==> src/rtl/usi_pkg.sv <==
// Shared USI bus constants, block address map and master-arbiter state encoding.
package usi_pkg;

  localparam int USI_DATA_BIT    = 32;
  localparam int USI_ADRS_MSB    = 15;
  localparam int USI_MAX_MASTERS = 8;

  // Block select codes carried in the upper address byte
  localparam logic [7:0] BLK_GPIO  = 8'h01;
  localparam logic [7:0] BLK_UART  = 8'h02;
  localparam logic [7:0] BLK_SPI   = 8'h03;
  localparam logic [7:0] BLK_I2C   = 8'h04;
  localparam logic [7:0] BLK_TIMER = 8'h05;
  localparam logic [7:0] BLK_MCB   = 8'h06;
  localparam logic [7:0] BLK_VDMA  = 8'h07;
  localparam logic [7:0] BLK_ADMA  = 8'h08;
  localparam logic [7:0] BLK_PSRAM = 8'h09;

  typedef enum logic [1:0] {
    IDLE    = 2'd0,
    ISSUE   = 2'd1,
    WAIT_RD = 2'd2,
    DONE    = 2'd3
  } usiState_e;

  function automatic logic [2:0] oneHotIdx(input logic [USI_MAX_MASTERS-1:0] oneHot);
    logic [2:0] idx;
    idx = '0;
    for (int i = 0; i < USI_MAX_MASTERS; i++) begin
      if (oneHot[i]) idx = 3'(i);
    end
    return idx;
  endfunction

endpackage

==> src/rtl/usi_rr_picker.sv <==
// Combinational round-robin picker: one-hot grant to the first requester after ptr_i.
module usi_rr_picker #(
  parameter int pNum = 4
) (
  input  logic [pNum-1:0]         reqVec_i,
  input  logic [$clog2(pNum)-1:0] ptr_i,
  output logic [pNum-1:0]         gnt_o,
  output logic                    valid_o
);

  localparam int PtrBit = $clog2(pNum);

  logic [PtrBit-1:0] idx;
  logic              found;

  // The last owner sits at ptr_i, so it is scanned last and gets lowest priority
  always_comb begin
    gnt_o = '0;
    found = 1'b0;
    idx   = '0;
    for (int i = 1; i <= pNum; i++) begin
      idx = PtrBit'((int'(ptr_i) + i) % pNum);
      if (!found && reqVec_i[idx]) begin
        gnt_o[idx] = 1'b1;
        found      = 1'b1;
      end
    end
  end

  assign valid_o = found;

endmodule

==> src/rtl/usi_master_arbiter.sv <==
// Round-robin owner of the USI master port: grants one master at a time and
// sequences a single write or read (with timeout) per grant.
module usi_master_arbiter
  import usi_pkg::*;
#(
  parameter int pMasterNum  = 4,
  parameter int pBusDataBit = USI_DATA_BIT,
  parameter int pBusAdrsBit = USI_ADRS_MSB,
  parameter int pTimeout    = 255
) (
  input  logic                                  iUsiClk,
  input  logic                                  iUsiRst,
  input  logic [pMasterNum-1:0]                 iMReq,
  input  logic [pMasterNum-1:0]                 iMWCke,
  input  logic [pMasterNum*(pBusAdrsBit+1)-1:0] iMAdrs,
  input  logic [pMasterNum*pBusDataBit-1:0]     iMWd,
  output logic [pMasterNum-1:0]                 oMGnt,
  output logic [pMasterNum-1:0]                 oMAck,
  output logic                                  oMErr,
  output logic [pBusDataBit-1:0]                oMRd,
  output logic [pBusAdrsBit:0]                  oUsiAdrs,
  output logic [pBusDataBit-1:0]                oUsiWd,
  output logic                                  oUsiWCke,
  output logic                                  oUsiRCke,
  input  logic [pBusDataBit-1:0]                iUsiRd,
  input  logic                                  iUsiVd
);

  localparam int         AdrsBit     = pBusAdrsBit + 1;
  localparam int         PtrBit      = $clog2(pMasterNum);
  localparam logic [7:0] TimeoutLast = 8'(pTimeout - 1);

  usiState_e              state_q;
  logic [PtrBit-1:0]      ptr_q;
  logic [PtrBit-1:0]      owner_q;
  logic [7:0]             timer_q;
  logic [pMasterNum-1:0]  gnt_q;
  logic [pMasterNum-1:0]  ack_q;
  logic                   err_q;
  logic [pBusDataBit-1:0] rd_q;
  logic [AdrsBit-1:0]     usiAdrs_q;
  logic [pBusDataBit-1:0] usiWd_q;
  logic                   usiWCke_q;
  logic                   usiRCke_q;

  logic [pMasterNum-1:0]  winGnt_d;
  logic                   winValid_d;
  logic [AdrsBit-1:0]     winAdrs_d;
  logic [pBusDataBit-1:0] winWd_d;
  logic                   winWr_d;
  logic [PtrBit-1:0]      winIdx_d;

  usi_rr_picker #(
    .pNum(pMasterNum)
  ) uPicker (
    .reqVec_i(iMReq),
    .ptr_i   (ptr_q),
    .gnt_o   (winGnt_d),
    .valid_o (winValid_d)
  );

  // Grant is one-hot, so OR-ing the masked slices selects the winner's payload
  always_comb begin
    winAdrs_d = '0;
    winWd_d   = '0;
    winWr_d   = 1'b0;
    for (int i = 0; i < pMasterNum; i++) begin
      if (winGnt_d[i]) begin
        winAdrs_d = winAdrs_d | iMAdrs[i*AdrsBit +: AdrsBit];
        winWd_d   = winWd_d | iMWd[i*pBusDataBit +: pBusDataBit];
        winWr_d   = winWr_d | iMWCke[i];
      end
    end
  end

  assign winIdx_d = PtrBit'(oneHotIdx(USI_MAX_MASTERS'(winGnt_d)));

  always_ff @(posedge iUsiClk) begin
    if (iUsiRst) begin
      state_q   <= IDLE;
      ptr_q     <= PtrBit'(pMasterNum - 1);
      owner_q   <= '0;
      timer_q   <= '0;
      gnt_q     <= '0;
      ack_q     <= '0;
      err_q     <= 1'b0;
      rd_q      <= '0;
      usiAdrs_q <= '0;
      usiWd_q   <= '0;
      usiWCke_q <= 1'b0;
      usiRCke_q <= 1'b0;
    end else begin
      case (state_q)
        IDLE: begin
          if (winValid_d) begin
            gnt_q     <= winGnt_d;
            owner_q   <= winIdx_d;
            usiAdrs_q <= winAdrs_d;
            usiWd_q   <= winWd_d;
            usiWCke_q <= winWr_d;
            usiRCke_q <= !winWr_d;
            state_q   <= ISSUE;
          end
        end
        ISSUE: begin
          usiAdrs_q <= '0;
          usiWd_q   <= '0;
          usiWCke_q <= 1'b0;
          usiRCke_q <= 1'b0;
          timer_q   <= '0;
          if (usiWCke_q) begin
            ack_q   <= gnt_q;
            err_q   <= 1'b0;
            state_q <= DONE;
          end else begin
            state_q <= WAIT_RD;
          end
        end
        WAIT_RD: begin
          if (iUsiVd) begin
            rd_q    <= iUsiRd;
            err_q   <= 1'b0;
            ack_q   <= gnt_q;
            state_q <= DONE;
          end else if (timer_q == TimeoutLast) begin
            // Unmapped address: complete with an error so the owner is released
            rd_q    <= '0;
            err_q   <= 1'b1;
            ack_q   <= gnt_q;
            state_q <= DONE;
          end else begin
            timer_q <= timer_q + 8'd1;
          end
        end
        DONE: begin
          ack_q   <= '0;
          gnt_q   <= '0;
          ptr_q   <= owner_q;
          state_q <= IDLE;
        end
        default: state_q <= IDLE;
      endcase
    end
  end

  assign oMGnt    = gnt_q;
  assign oMAck    = ack_q;
  assign oMErr    = err_q;
  assign oMRd     = rd_q;
  assign oUsiAdrs = usiAdrs_q;
  assign oUsiWd   = usiWd_q;
  assign oUsiWCke = usiWCke_q;
  assign oUsiRCke = usiRCke_q;

endmodule

==> config.mk <==
export PLATFORM = sky130hd
export DESIGN_NAME = usi_master_arbiter
export DESIGN_NICKNAME = d
export VERILOG_FILES = /design/src/rtl/usi_pkg.sv /design/src/rtl/usi_rr_picker.sv /design/src/rtl/usi_master_arbiter.sv
export SDC_FILE = /design/constraint.sdc
export NUM_CORES = 1
export LEC_CHECK = 0
export BUFFER_PORTS_ARGS = -buffer_cell sky130_fd_sc_hd__buf_4
export CELL_PAD_IN_SITES_DETAIL_PLACEMENT = 2
export CELL_PAD_IN_SITES_GLOBAL_PLACEMENT = 2
export CORE_ASPECT_RATIO = 1.5
export CORE_MARGIN = 1
export CORE_UTILIZATION = 23
export DETAILED_ROUTE_END_ITERATION = 6
export PLACE_DENSITY_LB_ADDON = 0.1
export SLEW_MARGIN = 30
export SYNTH_ARGS = -nofsm -noshare
export SYNTH_HDL_FRONTEND = slang
export SYNTH_SLANG_ARGS = --single-unit
==> constraint.sdc <==
create_clock -name iUsiClk -period 3.75 [get_ports iUsiClk]
set_clock_uncertainty 0.15 [all_clocks]
set_input_delay 0.1875 -clock iUsiClk [delete_from_list [all_inputs] [get_ports iUsiClk]]
set_output_delay 0.1875 -clock iUsiClk [all_outputs]
set_load 0.01 [all_outputs]
; Word-level counts from Yosys, hierarchy flattened
; Cells that the tools add are included.
[classes]
addsub = 5
eq_ne = 9
n_mux = 67
reduce_logical = 25
bitwise = 12
n_lt_le_gt_ge = 8
[ops]
columns = cell, n
row1 = two-way mux 32 bit, 7
row2 = bitwise OR 32 bit, 3
row3 = two-way mux 16 bit, 5
row4 = one-hot mux 32 bit (2 select lines), 1
row5 = bitwise OR 16 bit, 3
row6 = two-way mux 4 bit, 8
row7 = one-hot mux 16 bit (2 select lines), 1
row8 = two-way mux 1 bit, 23
row9 = two-way mux 8 bit, 2
row10 = one-hot mux 8 bit (2 select lines), 1
row11 = "< comparator 2 x 3 -> 1 bit, second input constant", 4
row12 = bitwise OR 4 bit, 3
row13 = one-hot mux 4 bit (3 select lines), 1
row14 = two-way mux 2 bit, 5
row15 = AND reduction 2 bit, 5
row16 = AND reduction 3 bit, 3
row17 = "adder 8 x 1 -> 8 bit, second input constant", 1
row18 = binary-select mux 1 bit (select 2 bit), 4
row19 = demux 1 bit (select 2 bit), 4
row20 = "== test 8 bit, second input constant", 1
row21 = "greater-or-equal comparator 2 x 1 -> 1 bit, second input constant", 4
row22 = one-hot mux 2 bit (4 select lines), 1
row23 = one-hot mux 4 bit (2 select lines), 1
row24 = nonzero test 2 bit, 4
row25 = other kinds (13), 31
[word_totals]
inputBits = 235
wordCells = 138
reg_bits = 105
out_inout_bits = 91

; Logic depth before layout (Yosys ltp)
; Gate-level depths: netlist (run 1).
[logic_depth]
depth_word = 23
depth_mapped = 11
mapped_depth_nobuf = 8

; Hierarchy
; Synthesis (run 1) repeated with hierarchy kept, for this count alone.
[unflattened]
cells_unflattened = 638
area_unflattened_um2 = 5306.3
[modules_own_cells]
columns = module, cells_per_inst, n_inst, area_per_inst_um2
row1 = usi_master_arbiter, 590, 1, 4890.9
row2 = usi_rr_picker, 48, 1, 415.4

; Least setup slack after synthesis (run 1)
; No wires, ideal clock.
[synth_path]
path_kind = flip-flop to flip-flop
from = reg ptr_q[0]
to = reg usiAdrs_q[10] (netlist: oUsiAdrs[10])
arrival_time_ns = 2.668
t_required_ns = 3.478
path_stages_with_launch = 11
slack_ns = 0.810
path_cell_list = dfxtp_1 -> inv_1 -> ha_1 -> mux2i_1 -> o22ai_1 -> a211o_1 -> a22o_1 -> buf_6 -> buf_6 -> a22o_1 -> a221o_1
[synth_between]
elab_chain_cells = 22
elab_cells_between_ends = 60
cone_classes = add/sub (4) / order compare (8) / eq/ne (1) / mux (30) / bitwise (6) / reduce/logical (11)
[synth_rtl]
columns = item, line_no
row1 = from (decl), usi_master_arbiter.sv:34  ; logic [PtrBit-1:0] ptr_q;
row2 = from (signal assigned), usi_master_arbiter.sv:81  ; ptr_q <= PtrBit'(pMasterNum - 1);
row3 = from (signal assigned), usi_master_arbiter.sv:138  ; ptr_q <= owner_q;
row4 = branches (longest 22 deep; another with < comparator 2 x 3 -> 1 bit), n/a
row5 = to (signal assigned), usi_master_arbiter.sv:98  ; usiAdrs_q <= winAdrs_d;
row6 = to (decl), usi_master_arbiter.sv:41  ; logic [AdrsBit-1:0] usiAdrs_q;
; Parallel ways; which one is timed is not known. The select of a mux whose other input is x is not followed.
; A chain may end at the register's enable or synchronous reset.

; Worst setup path in the final report (run 1)
[layout_path]
from = reg ptr_q[1]
to = reg usiWd_q[8] (netlist: oUsiWd[8])
[layout_between]
elab_chain_cells = 22
elab_cells_between_ends = 60
cone_classes = add/sub (4) / order compare (8) / eq/ne (1) / mux (30) / bitwise (6) / reduce/logical (11)
[layout_rtl]
columns = item, line_no
row1 = branches (longest 22 deep; another with < comparator 2 x 3 -> 1 bit), n/a
row2 = to (signal assigned), usi_master_arbiter.sv:99  ; usiWd_q <= winWd_d;
row3 = to (decl), usi_master_arbiter.sv:42  ; logic [pBusDataBit-1:0] usiWd_q;
; Parallel ways; which one is timed is not known. The select of a mux whose other input is x is not followed.

==> results of run 1 <==
-- through the flow --
stage,util,cell area [um^2]
finish,0.404,9280
global route,0.404,9280
CTS,0.404,9270
detailed placement,0.351,8060
global placement,0.351,8060
floorplan,-,5370
-- final cells by class --
class / instances / area, um^2
inverters: 7 / 26.3
fillers: 2538 / 13700
diodes: 1 / 2.50
flip-flops and latches: 105 / 2100
repair buffers: 428 / 3470
clock buffers: 9 / 225
clock inverters: 7 / 76.3
well taps: 280 / 350
multi-input cells: 469 / 3030
-- worst paths after layout --
| path | from | endpoint |
|---|---|---|
| max | ptr_q[1] | oUsiWd[8] |
| min reg2reg | oMAck[1] | oMAck[1] |
| max reg2reg | ptr_q[1] | oUsiWd[8] |
| min | iMWCke[3] | oUsiWCke |
-- layout by cell type (no fill, tap or decap), types with 9 or more instances in the layout --
master | Yosys | final
a21oi_1 | 14 | 12
a221o_1 | 47 | 47
a22o_1 | 49 | 47
a22oi_1 | 36 | 36
buf_4 | 4 | 335
clkbuf_16 | 0 | 9
dfxtp_1 | 105 | 104
dlygate4sd3_1 | 0 | 91
ha_1 | 14 | 14
nand2_1 | 117 | 117
nand2b_1 | 13 | 13
nor2_1 | 48 | 48
o21ai_0 | 52 | 52
-- sequential cells by signal, summed over array words and instances, names as in the netlist, 2 cells and up --
| register | flops |
|---|---|
| oUsiAdrs | 16 |
| ptr_q | 2 |
| oMGnt | 4 |
| timer_q | 8 |
| oMAck | 4 |
| state_q | 2 |
| oMRd | 32 |
| owner_q | 2 |
| oUsiWd | 32 |
-- synth_stat cells (3+ instances only) --
| cell | instances | share of area |
|---|---|---|
| nand2_1 | 117 | 0.082 |
| dfxtp_1 | 105 | 0.39 |
| o21ai_0 | 52 | 0.048 |
| a22o_1 | 49 | 0.080 |
| nor2_1 | 48 | 0.034 |
| a221o_1 | 47 | 0.088 |
| a22oi_1 | 36 | 0.050 |
| clkbuf_1 | 36 | 0.025 |
| a21oi_1 | 14 | 0.013 |
| ha_1 | 14 | 0.033 |
| nand2b_1 | 13 | 0.015 |
| buf_2 | 9 | 0.0084 |
| o22ai_1 | 8 | 0.0093 |
| inv_1 | 7 | 0.0049 |
| mux2i_1 | 7 | 0.013 |
| a211o_1 | 5 | 0.0082 |
| and3_1 | 5 | 0.0058 |
| nand3_1 | 5 | 0.0047 |
| nand3b_1 | 5 | 0.0070 |
| nor3_1 | 5 | 0.0047 |
| a211oi_1 | 4 | 0.0056 |
| buf_4 | 4 | 0.0056 |
| buf_1 | 3 | 0.0021 |
| o211ai_1 | 3 | 0.0042 |
-- worst min-delay path: stages --
cell and delay [ps]:
buf_4 90, a211oi_1 80, o21ai_0 130
-- per-layer routing --
metal	up-vias	track usage	wire (um)
met4	0	0.0820	784
met3	40	0.0641	2000
li1	3128	-	-
met1	3307	0.244	10800
met2	231	0.434	14700
met5	-	0	0
-- report_power, final --
part / leakage (uW) / total, uW / switching (uW) / internal, uW
registers: 0.000858 / 1690 / 220 / 1470
logic: 0.00310 / 2950 / 1600 / 1350
clock network: 0.000143 / 1010 / 488 / 526
-- cells by family (layout without fill, tap and decap cells) --
| family | Yosys count | after routing | synth area share |
|---|---|---|---|
| xor+xnor | 3 | 3 | 0.00490 |
| simple gates | 211 | 211 | 0.170 |
| mux | 10 | 10 | 0.0214 |
| flops | 105 | 105 | 0.392 |
| fa+ha+maj | 14 | 14 | 0.0326 |
| compound gates | 231 | 231 | 0.329 |
| other cells | 0 | 1 | 0 |
| buf+inv | 61 | 451 | 0.0503 |
-- what timing repair did --
action,CTS,global route
gates resized for setup,0,1
endpoints found under the setup margin,0,23
hold endpoints to repair,81,0
hold buffers,91,0
==> impl_metrics.toml, run 1 <==
[run_status]
status = "finished, final reports clean"

[finish]
layoutNonFillerInstCount = 1306
nets = 1269
drive_gt1_frac = 0.355
area_growth_pct = 72.8

[drt]
wl_um = 28300
drtIter0Drc = 207
firstDrtPassIters = 4
drcViolationCount = 0
vias_per_cell = 5.13
ant_nets = 0
routedWlPerCell_um = 21.7
vias = 6706

[sta]
holdWs_ps = 14.2
hold_violations = 0
fin_crit_ps = 3400
setup_slack_ps = 351
finalMaxSlewViolations = 0
post-route-period-util = 0.906
setup_viol = 0
worst-slew-pin-transition_ps = 753
rsz0062_at_grt = "no"
slew_headroom = 0.497
tns_ps = 0
max_freq_mhz = 294

[global_route]
grt.total_usage = 0.231
grt_max_degree = 69
grt_pass1_wl_um = 42800
grt-ovfl-total = 0
grt_pass1_vias = 7586
antenna_found_initial = 1

[setup_path]
critical-path-top-delay-family = "compound AO/OA/AOI/OAI gates"
crit_path_max_fanout = 25
cp.arrival_ps = 3490
start_kind = "flip-flop"
cp_data_required_time_ps = 3840
worst_r2r_path_depth = 9
worstSetupEndpointType = "flip-flop"
worst-path-buf-inv = 2
crit_type = "flip-flop to flip-flop"
cp.depth = 9
crit_slowest_cell = "dfxtp_2"
slowest_delay_ps = 450
r2r_slack_ps = 350
worstPathCellList = "inv_1 > ha_1 > mux2i_1 > o22ai_1 > a211o_1 > a22o_2 > buf_4 > a22o_1 > a221o_1"

[clock_network]
cts_buffer_depth = 2
clk_latency_ps = 360
htree_levels = 3
cts.sinks = 105
cts_tree = "yes"
cts_setup_buffers = 0
root_buffer = "clkbuf_16"
clk_pin_slew_worst_paths_ps = 80
cts_buffers = 9

[die]
die_area_mm2 = 0.0240
core_area_mm2 = 0.0230
placementRows = 68
die_w_um = 127
start_util = 0.234
io_pins = 326
die_h_um = 189

[logic_synthesis]
ys.flop_type = "dfxtp_1"
ys.warnings.count = 0
syn_nets = 884
synth_cell_types = 52
syn_inst = 635
synth-edff-count = 0
synth_seq_cells = 105
async_reset_ff_frac = 0
syn_area_mm2 = 0.00537
synth_area_per_cell_um2 = 8.45
seq_area_frac_synth = 0.392

[place]
dpl.hpwl_um = 19900
io_buffers = 325
globalplace.congestion = 0.817
dp_cells = 1198
place_ws_ps = 183

[pwr]
vdd_ir_drop_max_mv = 0.217
total_leakage_power_uw = 0.00410
powerDensity_mw_per_mm2 = 610
total_power_uw = 5660

[worst_hold_path]
min_path_cells = 3
min_path_type = "input pin to flip-flop"

[flow_run]
cap_viol_max_count = 0
Note: power is estimated with default switching activity, not from simulation.
==> run 2, diff against run 1 <==
--- a/config.mk
+++ b/config.mk
@@ -6,11 +6,11 @@
 export NUM_CORES = 1
 export LEC_CHECK = 0
 export BUFFER_PORTS_ARGS = -buffer_cell sky130_fd_sc_hd__buf_4
-export CELL_PAD_IN_SITES_DETAIL_PLACEMENT = 2
-export CELL_PAD_IN_SITES_GLOBAL_PLACEMENT = 2
+export CELL_PAD_IN_SITES_DETAIL_PLACEMENT = 0
+export CELL_PAD_IN_SITES_GLOBAL_PLACEMENT = 1
 export CORE_ASPECT_RATIO = 1.5
 export CORE_MARGIN = 1
-export CORE_UTILIZATION = 23
+export CORE_UTILIZATION = 25
 export DETAILED_ROUTE_END_ITERATION = 6
 export PLACE_DENSITY_LB_ADDON = 0.1
 export SLEW_MARGIN = 30
==> run 2 against run 1 <==
  * Die area fell by 7.9%
  * Final area is 0.34% lower
  * Sequential share of layout area increased by 0.063 points
  * Critical endpoint is now oUsiWd[24]
==> impl_metrics.toml, run 2 (same netlist as run 1, synthesis figures left out) <==
[setup_path]
worstSetupEndpointType = "flip-flop"
crit_path_max_fanout = 14
crit_type = "flip-flop to flip-flop"
start_kind = "flip-flop"
worst_r2r_path_depth = 9
crit_slowest_cell = "dfxtp_1"
cp.arrival_ps = 3440
r2r_slack_ps = 390
worst-path-buf-inv = 2
slowest_delay_ps = 550
worstPathCellList = "inv_1 > ha_1 > mux2i_1 > o22ai_1 > a211o_1 > a22o_2 > buf_4 > a22o_1 > a221o_1"
reg2reg_from = "ptr_q[1]"
reg2reg_to = "oUsiWd[24]"
cp_data_required_time_ps = 3840
critical-path-top-delay-family = "compound AO/OA/AOI/OAI gates"

[die]
die_w_um = 122
die_area_mm2 = 0.0221
die_h_um = 181
core_area_mm2 = 0.0211
start_util = 0.255
io_pins = 326
placementRows = 65

[worst_hold_path]
min_path_type = "input pin to flip-flop"
hold_path_startpoint = "iMWd[6]"
hold_end = "oUsiWd[6]"
min_path_cells = 3

[finish]
fill_cells = 2100
layoutNonFillerInstCount = 1292
final_cell_mix = "334 x buf_4, 117 x nand2_1, 105 x dfxtp_1"
area_growth_pct = 72.2
drive_gt1_frac = 0.354
num_antenna_cells = 0
nets = 1268
layout_commonest_cell = "buf_4"
post-route-util = 0.439

[sta]
setup_viol = 0
post-route-period-util = 0.895
hold_violations = 0
tns_ps = 0
finalMaxSlewViolations = 0
rsz0062_at_grt = "no"
worst-slew-pin-transition_ps = 767
max_freq_mhz = 298
fin_crit_ps = 3360
slew_headroom = 0.489
setup_slack_ps = 392

[global_route]
grt_pass1_vias = 6647
grt.total_usage = 0.212
grt_pass1_wl_um = 36300
grt-ovfl-total = 0
grt_max_degree = 98
antenna_found_initial = 0

[drt]
ant_nets = 0
drcViolationCount = 0
vias = 6481
vias_per_cell = 5.02
wl_um = 24100
firstDrtPassIters = 5
drtIter0Drc = 388
routedWlPerCell_um = 18.7

[pwr]
total_leakage_power_uw = 0.00411
powerDensity_mw_per_mm2 = 597
vdd_ir_drop_max_mv = 0.306

[clock_network]
cts_tree = "yes"
clk_latency_ps = 350
htree_levels = 3
root_buffer = "clkbuf_16"
cts.sinks = 105
clk_pin_slew_worst_paths_ps = 90
cts_buffer_depth = 2
cts_buffers = 9

[flow_run]
cap_viol_max_count = 0

[place]
dp_cells = 1186
globalplace.congestion = 0.825
io_buffers = 325
place_ws_ps = 408
dpl.hpwl_um = 17100

[run_status]
status = "finished, final reports clean"
run 2: cell count changes in the layout (fill, tap and decap cells not counted):
cell / change
clkinvlp_4: -2
inv_8: +2
buf_4: -1
buf_6: +1
bufinv_16: -1
clkinv_4: +1
clkinv_8: +1
dfxtp_1: +1
dfxtp_2: -1
diode_2: -1
dlygate4sd3_1: -1
inv_6: -1
run 2: report_power, final:
| group | switching (uW) | internal [uW] |
|---|---|---|
| registers | 211 | 1470 |
| clock network | 503 | 473 |
| logic | 1500 | 1360 |
| total | 2210 | 3310 |
run 2: worst max path at each step:
stage,to,from,slack [ps],depth (start not counted)
2_1_floorplan,oUsiAdrs[10],ptr_q[0],810,10
3_3_place_gp,oUsiWd[11],ptr_q[1],520,9
3_5_place_dp,oUsiWd[28],ptr_q[1],410,9
4_1_cts,oUsiWd[28],ptr_q[1],390,9
5_1_grt,oUsiAdrs[14],ptr_q[1],160,9
6_report,oUsiWd[24],ptr_q[1],390,9
run 2: worst reg2reg max path: stages, from the launching register on:
cell and delay (ps):
dfxtp_1 550, inv_1 170, ha_1 380, mux2i_1 350
o22ai_1 150, a211o_1 320, a22o_2 390, buf_4 240
a22o_1 240, a221o_1 290
run 2: layer usage:
layer	GRT usage	routed length, um
met1	0.223	9040
met5	0	0
met4	0.0721	588
met2	0.404	12800
met3	0.0471	1690
run 2: layout make-up:
| cell class | count | area, um^2 | area share |
|---|---|---|---|
| Timing Repair Buffer | 427 | 3460 | 0.374 |
| Multi-Input combinational cell | 469 | 3030 | 0.327 |
| Tap cell | 268 | 335 | 0.0363 |
| Inverter | 7 | 26.3 | 0.00284 |
| Sequential cell | 105 | 2100 | 0.227 |
| Clock inverter | 7 | 70.1 | 0.00758 |
| Clock buffer | 9 | 225 | 0.0244 |
run 2: through the flow:
step	power, uW	hold slack [ps]	instance area [um^2]
CTS	5580	0.127	9240
floorplan	3280	175	5370
global route	5910	9.31	9240
global placement	4450	260	8040
detailed placement	4500	264	8040
finish	5520	16.9	9240
run 2: timing repair:
action	CTS	global route
buffers inserted	0	0
resized for setup	0	0
hold endpoints to repair	81	0
hold buffers	90	0
